[config.mk]
export PLATFORM = sky130hd
export DESIGN_NAME = fp16_addsub_drain
export DESIGN_NICKNAME = d
export VERILOG_FILES = /design/src/rtl/fp16_addsub_pkg.sv /design/src/rtl/fp16_sync_fifo.sv /design/src/rtl/fp16_addsub_drain.sv
export SDC_FILE = /design/constraint.sdc
export NUM_CORES = 1
export LEC_CHECK = 0
export CAP_MARGIN = 40
export CORE_MARGIN = 5
export CORE_UTILIZATION = 50
export DETAILED_ROUTE_END_ITERATION = 10
export HOLD_SLACK_MARGIN = 0.06
export PLACE_DENSITY = 0.69
export SYNTH_ARGS = -nofsm -noshare
export SYNTH_HDL_FRONTEND = slang
export SYNTH_SLANG_ARGS = --single-unit
[constraint.sdc]
create_clock -name clk -period 10.9 [get_ports clk]
set_input_delay 1.09 -clock clk [delete_from_list [all_inputs] [get_ports clk]]
set_output_delay 1.09 -clock clk [all_outputs]
set_load 0.05 [all_outputs]
[src/rtl/fp16_addsub_pkg.sv]
// Shared widths, result payload type and a constant log2 helper for the FPAddSub drain.
package fp16_addsub_pkg;

  localparam int unsigned DWIDTH     = 16;
  localparam int unsigned FLAG_W     = 5;
  localparam int unsigned FP16_TAG_W = 4;

  typedef struct packed {
    logic [DWIDTH-1:0]     result;
    logic [FLAG_W-1:0]     flags;
    logic [FP16_TAG_W-1:0] tag;
  } fp16_res_t;

  function automatic int unsigned clog2(input int unsigned n);
    int unsigned r;
    int unsigned v;
    r = 0;
    v = 1;
    while (v < n) begin
      v = v << 1;
      r = r + 1;
    end
    return r;
  endfunction

endpackage

[src/rtl/fp16_sync_fifo.sv]
// Synchronous FIFO with natural pointer wrap; the read port shows the head entry,
// or the last popped entry while empty.
module fp16_sync_fifo
  import fp16_addsub_pkg::*;
#(
  parameter int unsigned DEPTH = 8,
  parameter int unsigned WIDTH = 8,
  localparam int unsigned PTR_W = clog2(DEPTH),
  localparam int unsigned CNT_W = PTR_W + 1
) (
  input  logic             clk,
  input  logic             rst,
  input  logic             i_push,
  input  logic [WIDTH-1:0] i_wr_data,
  input  logic             i_pop,
  output logic [WIDTH-1:0] o_rd_data,
  output logic [CNT_W-1:0] o_count,
  output logic             o_full
);

  logic [PTR_W-1:0] r_wr_ptr;
  logic [PTR_W-1:0] r_rd_ptr;
  logic [CNT_W-1:0] r_count;
  logic [WIDTH-1:0] r_mem [DEPTH];
  logic [WIDTH-1:0] r_last;
  logic             w_empty;
  logic             w_full;
  logic             w_push;
  logic             w_pop;

  assign w_empty = (r_count == '0);
  assign w_full  = (r_count == CNT_W'(DEPTH));
  assign w_pop   = i_pop & ~w_empty;
  // A push at full is only taken when the head leaves on the same edge.
  assign w_push  = i_push & (~w_full | w_pop);

  always_ff @(posedge clk) begin
    if (rst) begin
      r_wr_ptr <= '0;
      r_rd_ptr <= '0;
      r_count  <= '0;
    end else begin
      if (w_push) r_wr_ptr <= r_wr_ptr + PTR_W'(1);
      if (w_pop)  r_rd_ptr <= r_rd_ptr + PTR_W'(1);
      case ({w_push, w_pop})
        2'b10:   r_count <= r_count + CNT_W'(1);
        2'b01:   r_count <= r_count - CNT_W'(1);
        default: r_count <= r_count;
      endcase
    end
  end

  always_ff @(posedge clk) begin
    if (w_push) r_mem[r_wr_ptr] <= i_wr_data;
  end

  always_ff @(posedge clk) begin
    if (rst)        r_last <= '0;
    else if (w_pop) r_last <= r_mem[r_rd_ptr];
  end

  assign o_rd_data = w_empty ? r_last : r_mem[r_rd_ptr];
  assign o_count   = r_count;
  assign o_full    = w_full;

endmodule

[src/rtl/fp16_addsub_drain.sv]
// Collects FPAddSub results into a credit-throttled FIFO using a valid/tag delay line.
// Optional FP16_DRAIN_STATS_EN adds saturating pop / exception-pop counters.
module fp16_addsub_drain
  import fp16_addsub_pkg::*;
#(
  parameter int unsigned PIPE_LAT   = 4,
  parameter int unsigned FIFO_DEPTH = 8,
  parameter int unsigned TAG_W      = FP16_TAG_W
) (
  input  logic              clk,
  input  logic              rst,
  input  logic              issue_valid,
  input  logic [TAG_W-1:0]  issue_tag,
  output logic              issue_ready,
  input  logic [DWIDTH-1:0] fp_result,
  input  logic [FLAG_W-1:0] fp_flags,
  output logic              out_valid,
  input  logic              out_ready,
  output logic [DWIDTH-1:0] out_result,
  output logic [FLAG_W-1:0] out_flags,
  output logic [TAG_W-1:0]  out_tag,
  output logic              drop_err
`ifdef FP16_DRAIN_STATS_EN
  ,
  output logic [15:0]       op_count,
  output logic [15:0]       exc_count
`endif
);

  localparam int unsigned CNT_W = clog2(FIFO_DEPTH) + 1;
  localparam int unsigned INF_W = clog2(PIPE_LAT + 1);
  localparam int unsigned SUM_W = CNT_W + 1;

  logic [PIPE_LAT-1:0] r_v;
  logic [TAG_W-1:0]    r_tag [PIPE_LAT];
  logic                r_drop_err;
  logic [INF_W-1:0]    w_inflight;
  logic [CNT_W-1:0]    w_count;
  logic                w_full;
  logic                w_capture;
  logic                w_pop;
  fp16_res_t           w_wr_data;
  fp16_res_t           w_rd_data;

  assign w_capture = r_v[PIPE_LAT-1];
  assign out_valid = (w_count != '0);
  assign w_pop     = out_valid & out_ready;

  always_comb begin
    w_inflight = '0;
    for (int unsigned i = 0; i < PIPE_LAT; i++) begin
      w_inflight = w_inflight + INF_W'(r_v[i]);
    end
  end

  // Credit covers both buffered and in-flight ops so capture never meets a full FIFO.
  assign issue_ready = (SUM_W'(w_count) + SUM_W'(w_inflight)) < SUM_W'(FIFO_DEPTH);

  always_ff @(posedge clk) begin
    if (rst) begin
      r_v <= '0;
    end else begin
      r_v[0] <= issue_valid & issue_ready;
      for (int unsigned i = 1; i < PIPE_LAT; i++) begin
        r_v[i] <= r_v[i-1];
      end
    end
  end

  always_ff @(posedge clk) begin
    r_tag[0] <= issue_tag;
    for (int unsigned i = 1; i < PIPE_LAT; i++) begin
      r_tag[i] <= r_tag[i-1];
    end
  end

  always_ff @(posedge clk) begin
    if (rst) r_drop_err <= 1'b0;
    else     r_drop_err <= r_drop_err | (issue_valid & ~issue_ready);
  end
  assign drop_err = r_drop_err;

  always_comb begin
    w_wr_data        = '0;
    w_wr_data.result = fp_result;
    w_wr_data.flags  = fp_flags;
    w_wr_data.tag    = FP16_TAG_W'(r_tag[PIPE_LAT-1]);
  end

  fp16_sync_fifo #(
    .DEPTH (FIFO_DEPTH),
    .WIDTH ($bits(fp16_res_t))
  ) u_fifo (
    .clk       (clk),
    .rst       (rst),
    .i_push    (w_capture),
    .i_wr_data (w_wr_data),
    .i_pop     (w_pop),
    .o_rd_data (w_rd_data),
    .o_count   (w_count),
    .o_full    (w_full)
  );

  assign out_result = w_rd_data.result;
  assign out_flags  = w_rd_data.flags;
  assign out_tag    = TAG_W'(w_rd_data.tag);

  always_ff @(posedge clk) begin
    if (!rst) begin
      a_no_full_write: assert (!(w_capture && w_full && !w_pop));
    end
  end

`ifdef FP16_DRAIN_STATS_EN
  logic [15:0] r_op_count;
  logic [15:0] r_exc_count;

  always_ff @(posedge clk) begin
    if (rst) begin
      r_op_count  <= '0;
      r_exc_count <= '0;
    end else if (w_pop) begin
      if (r_op_count != 16'hFFFF) r_op_count <= r_op_count + 16'd1;
      if ((out_flags != '0) && (r_exc_count != 16'hFFFF)) r_exc_count <= r_exc_count + 16'd1;
    end
  end

  assign op_count  = r_op_count;
  assign exc_count = r_exc_count;
`endif

endmodule
==> results.yml, run 1 <==
timing:
  min_period_ns: 4.26
  hold_viol_final: 0
  worstMarginPinSlew_ns: 0.790
  fin_crit_sh_pct: 39.1
  finalMaxSlewViolations: 0
  grt_setup_unrepaired: "false"
  fmax_mhz: 235
  setup_viol: 0
  maxSlewHeadroom_pct: 47.1
  worst_slack_ns: 6.64
  tns_ns: 0
  skew_ns: 0.0120
floorplan:
  die_area_mm2: 0.0224
  dieWidth_um: 150
  core-area_mm2: 0.0193
  start_util_pct: 50.4
  rows: 51
  ioPinCount: 57
  die-height_um: 150
yosys:
  synth_seq_area_share_pct: 73.7
  syn_inst: 553
  synth_compound_area_share_pct: 4.02
  syn_area_per_cell_um2: 17.6
  muxShareOfSynthArea_pct: 14.2
  synth_xor_area_share_pct: 0.629
  ys_types: 37
  yosysWarnings: 0
  synth_area_mm2: 0.00975
  synth-simple-area-share_pct: 4.38
  ys_ff_latch: 259
  synth_top_family_by_area: "multiplexers"
  synthAdderAreaFrac_pct: 1.18
  syn-num-nets: 590
  synthFlopType: "edfxtp_1"
  synth_async_sr_flop_share_pct: 0
  synth-edff-count: 200
global_route:
  grt_pass1_vias: 5323
  track_usage_pct: 17.6
  gr-total-overflow: 0
  grt_pass1_wl_um: 30000
  grt_max_degree: 57
  antenna_found_initial: 0
clock_tree:
  cts.sinks: 259
  cts_tree: "yes"
  cts_made_buffers: 26
  cts_root_buf: "clkbuf_16"
  cts.hold.buffers_added: 0
  cts_max_level: 1
  clock_latency_ns: 0.51
  clk_path_buf_depth: 3
  cts_resized: 0
  post_cts_buffers: 0
  clkTransAtPathRegs_ns: 0.06
drt:
  wl_per_cell_um: 21.0
  drc_errors: 0
  ant_nets: 0
  dr.pass1.iters: 5
  drtIter0Drc: 359
  viasPerCell: 5.57
  finalWirelength_um: 19000
  vias: 5031
layout:
  finalInstanceArea_mm2: 0.0115
  diodes: 0
  multi_input_area_mm2: 0.00241
  drive_gt1_share_pct: 17.1
  num-nets-final: 656
  fillerInstances: 1397
  fin_cells: 903
  regArea_mm2: 0.00719
  syn_to_final_growth_pct: 17.6
placed_design:
  io_buffers: 56
  placedCellCount: 856
  placed_cell_area_mm2: 0.0106
  gp_routability_congestion: 0.726
  place_hpwl_um: 10900
  pre_cts_ws_ns: 7.12
critical_path:
  required_ns: 9.81
  criticalPathCategory: "reg2out"
  cp-start-kind: "flip-flop"
  crit_arrival_ns: 3.17
  endpoint_kind: "primary output"
  path_max_fanout: 12
job:
  maxCapViolations: 0
pwr:
  power.leakage_uw: 0.00368
  power.density_mw_per_mm2: 258
  ir_worst_vdd_mv: 0.136
min_path:
  hold_class: "reg2reg"
status:
  status: "complete, no violations"
==> metrics by stage <==
| step | utilization, % | power (uW) | hold WS (ns) |
|---|---|---|---|
| final | 59.3 | 2960 | 0.324 |
| after global routing | 59.3 | 3090 | 0.330 |
| after CTS | 59.3 | 2990 | 0.325 |
| after detailed placement | 55.0 | 2140 | 0.312 |
| after global placement | 54.8 | 2110 | 0.313 |
| after floorplan | - | 1830 | 0.310 |
==> power breakdown <==
| part | internal, uW | switching [uW] |
|---|---|---|
| Sequential | 1100 | 37.1 |
| Combinational | 309 | 662 |
| Clock | 504 | 342 |
| Total | 1920 | 1040 |
==> final cells by class <==
class                           count  area share, %
Clock buffer                       35           6.24
Clock inverter                     12          0.895
Inverter                            5          0.164
Multi-Input combinational cell    258           21.1
Sequential cell                   259           62.8
Tap cell                          265           2.89
Timing Repair Buffer               69           5.98
==> sequential cells by signal, indices dropped and copies added (netlist names), named ones only <==
signal,flops
u_fifo.r_last,25
r_tag,16
u_fifo.r_mem,200
u_fifo.r_rd_ptr,3
drop_err,1
u_fifo.o_count,4
r_v,4
u_fifo.r_wr_ptr,3
==> path summary, 6_finish.rpt <==
| path | to | startpoint | depth (start not counted) | slack (ns) |
|---|---|---|---|---|
| max reg2reg | u_fifo.o_count[3] | u_fifo.o_count[3] | 8 | 7.99 |
| min | r_tag[1][3] | r_tag[0][3] | 0 | 0.32 |
| max | issue_ready | r_v[3] | 7 | 6.64 |
| min reg2reg | r_tag[1][3] | r_tag[0][3] | 0 | 0.32 |
==> cell usage after synthesis, drive strengths merged (5+ instances only) <==
| cell | instances | area share (%) |
|---|---|---|
| edfxtp | 200 | 62 |
| dfxtp | 59 | 12 |
| mux4 | 50 | 12 |
| nor2 | 42 | 1.6 |
| nand2 | 31 | 1.2 |
| a21oi | 30 | 1.7 |
| o21ai | 27 | 1.4 |
| mux2i | 26 | 2.7 |
| buf | 17 | 1.1 |
| clkbuf | 14 | 0.54 |
| ha | 6 | 0.77 |
| inv | 5 | 0.19 |
| nor3 | 5 | 0.26 |
==> metal layers <==
| layer | share of wire [%] | GRT usage, % | up-vias |
|---|---|---|---|
| met3 | 5.2 | 3.06 | 26 |
| met1 | 41 | 23.1 | 2610 |
| met5 | 0 | 0 | - |
| li1 | - | - | 2271 |
| met4 | 1.7 | 3.98 | 0 |
| met2 | 52 | 30.9 | 124 |
==> cells in the final DEF, fill, tap and decap left out, drive strengths merged, types with 6 or more instances in the layout <==
master         instances
ha                     6
a21oi                 30
clkdlybuf4s50         56
mux2i                 26
buf                   13
o21ai                 27
nor2                  42
clkbuf                35
clkinv                10
edfxtp               200
nand2                 31
mux4                  50
dfxtp                 59
==> worst max-delay path, cell delays in order (launching register included) <==
cell and delay (ns):
dfxtp_1 0.61, fa_1 0.50, ha_1 0.28, a21o_1 0.15, a21oi_1 0.13, nor2b_1 0.08, nor2_1 0.09, clkdlybuf4s50_1 0.80
==> cell families (layout without fill, tap and decap cells) <==
| family | after synthesis | count (layout) |
|---|---|---|
| buf+inv | 36 | 121 |
| fa+ha+maj | 8 | 8 |
| compound gates | 69 | 69 |
| simple gates | 98 | 98 |
| mux | 76 | 76 |
| flops | 259 | 259 |
| xor+xnor | 7 | 7 |
Power figures use the tool's default switching activity.
==> run 2: changes to the inputs <==
clock period = 4.4 ns   (was 10.9 ns; I/O delays follow)
==> run 2 against run 1 <==
Critical endpoint unchanged. Sequential power rose by 150%. Critical path type unchanged. Power rose to 2.5 times the previous value. Wire length fell by 4.0%. Critical path depth did not move. Flip-flop and latch count did not move. Worst setup slack got worse by 5.8 ns. Global-route usage fell by 0.60 points. First-iteration DRC count fell by 20%. Die area did not move. Clock power rose to 2.6 times the previous value. Combinational power rose by 150%.
==> results.yml, run 2 (synthesis gave the netlist of run 1 again) <==
drt:
  finalWirelength_um: 18300
  vias: 4943
  drtIter0Drc: 288
  drc_errors: 0
  ant_nets: 0
  dr.pass1.iters: 5
  viasPerCell: 5.44
  wl_per_cell_um: 20.1
min_path:
  worstHoldPathCells: 0
  holdPathEnd: "r_tag[1][3]"
  hold_class: "reg2reg"
  hp-start: "r_tag[0][3]"
critical_path:
  required_ns: 3.96
  timing.rr.end: "u_fifo.o_count[3]"
  criticalPathCategory: "reg2out"
  regToRegSetupSlack_ns: 1.50
  cp_num_buf_inv: 1
  max_stage_delay_ns: 0.81
  rr_worst_depth: 8
  cp-start-kind: "flip-flop"
  path_max_fanout: 12
  crit_start: "r_v[3]"
  critPathTopFamily: "buffers and inverters"
  r2r-start: "u_fifo.o_count[3]"
  crit_arrival_ns: 3.16
  path_cells: "fa_1 -> ha_1 -> a21o_1 -> a21oi_1 -> nor2b_1 -> nor2_1 -> clkdlybuf4s50_1"
  endpoint_kind: "primary output"
  critPathSlowestCell: "clkdlybuf4s50_1"
pwr:
  power.density_mw_per_mm2: 641
  power.leakage_uw: 0.00375
  ir_worst_vdd_mv: 0.400
layout:
  largest_reg_flops: 200
  top_regs: "u_fifo.r_mem: 200 flops, u_fifo.r_last: 25 flops, r_tag: 16 flops"
  top_register: "u_fifo.r_mem"
  final_util_pct: 60.0
  diodes: 0
  final_common_cell: "edfxtp_1"
  drive_gt1_share_pct: 19.0
  syn_to_final_growth_pct: 19.1
  mostFrequentLayoutCells: "edfxtp_1, dfxtp_1, clkdlybuf4s50_1"
  num-nets-final: 661
clock_tree:
  cts_root_buf: "clkbuf_16"
  clock_latency_ns: 0.51
  cts_tree: "yes"
  cts.hold.buffers_added: 0
  cts_made_buffers: 26
  cts.sinks: 259
  clkTransAtPathRegs_ns: 0.06
  cts_max_level: 1
  post_cts_buffers: 0
  cts_resized: 0
  clk_path_buf_depth: 3
global_route:
  gr-total-overflow: 0
  grt_pass1_vias: 5244
  grt_pass1_wl_um: 29300
  grt_max_degree: 57
  antenna_found_initial: 0
  track_usage_pct: 17.0
timing:
  worst_slack_ns: 0.795
  fin_crit_sh_pct: 81.9
  maxSlewHeadroom_pct: 45.3
  worstMarginPinSlew_ns: 0.813
  min_period_ns: 3.60
  hold_viol_final: 0
  tns_ns: 0
  finalMaxSlewViolations: 0
  skew_ns: 0.00943
  setup_viol: 0
  fmax_mhz: 277
  grt_setup_unrepaired: "false"
floorplan:
  core-area_mm2: 0.0193
  start_util_pct: 50.4
  ioPinCount: 57
  dieWidth_um: 150
  rows: 51
  die_area_mm2: 0.0224
  die-height_um: 150
placed_design:
  place_hpwl_um: 11100
  io_buffers: 56
  gp_routability_congestion: 0.740
  pre_cts_ws_ns: 1.27
status:
  status: "complete, no violations"
job:
  maxCapViolations: 0
==> run 2: layer usage <==
| layer | vias to the layer above | wire length, um | global-route usage (%) |
|---|---|---|---|
| met3 | 14 | 891 | 2.60 |
| met1 | 2519 | 7460 | 22.5 |
| met2 | 115 | 9710 | 29.9 |
| li1 | 2295 | - | - |
| met5 | - | 0 | 0 |
| met4 | 0 | 196 | 3.71 |
==> run 2: report_power, final <==
part	switching [uW]	total, uW	internal (uW)
clock network	862	2220	1360
logic	1620	2390	770
registers	93.5	2830	2730
total	2570	7440	4860
==> run 2: final cells by class <==
class / count / area, um2
fillers: 1405 / 7730
flip-flops and latches: 259 / 7190
multi-input cells: 258 / 2410
clock buffers: 37 / 786
repair buffers: 74 / 761
well taps: 265 / 332
clock inverters: 10 / 103
inverters: 5 / 18.8
==> run 2: worst max path at each step <==
| stage | cells after the start | to |
|---|---|---|
| after floorplan | 4 | u_fifo.r_mem[0][0] |
| after global placement | 5 | out_result[14] |
| after detailed placement | 5 | out_result[14] |
| after CTS | 5 | out_flags[2] |
| after global routing | 5 | out_result[14] |
| final | 7 | issue_ready |
==> run 2: metrics by stage <==
stage          std cells  hold WS [ns]  area, um2  power (uW)
2_1_floorplan        553         0.310       9750        4530
3_3_place_gp         857         0.312      10700        5240
3_5_place_dp         861         0.313      10700        5290
4_1_cts              908         0.328      11600        7530
5_1_grt              908         0.335      11600        7750
6_report             908         0.325      11600        7440
==> run 2: worst reg2reg max path, stage by stage, from the launching register on <==
cell and delay (ns):
dfxtp_1 0.42, or4_4 0.90, nand3_1 0.25, inv_1 0.08, ha_1 0.32, a21oi_1 0.30, nand2_1 0.11, or3_1 0.37
nand4_1 0.10
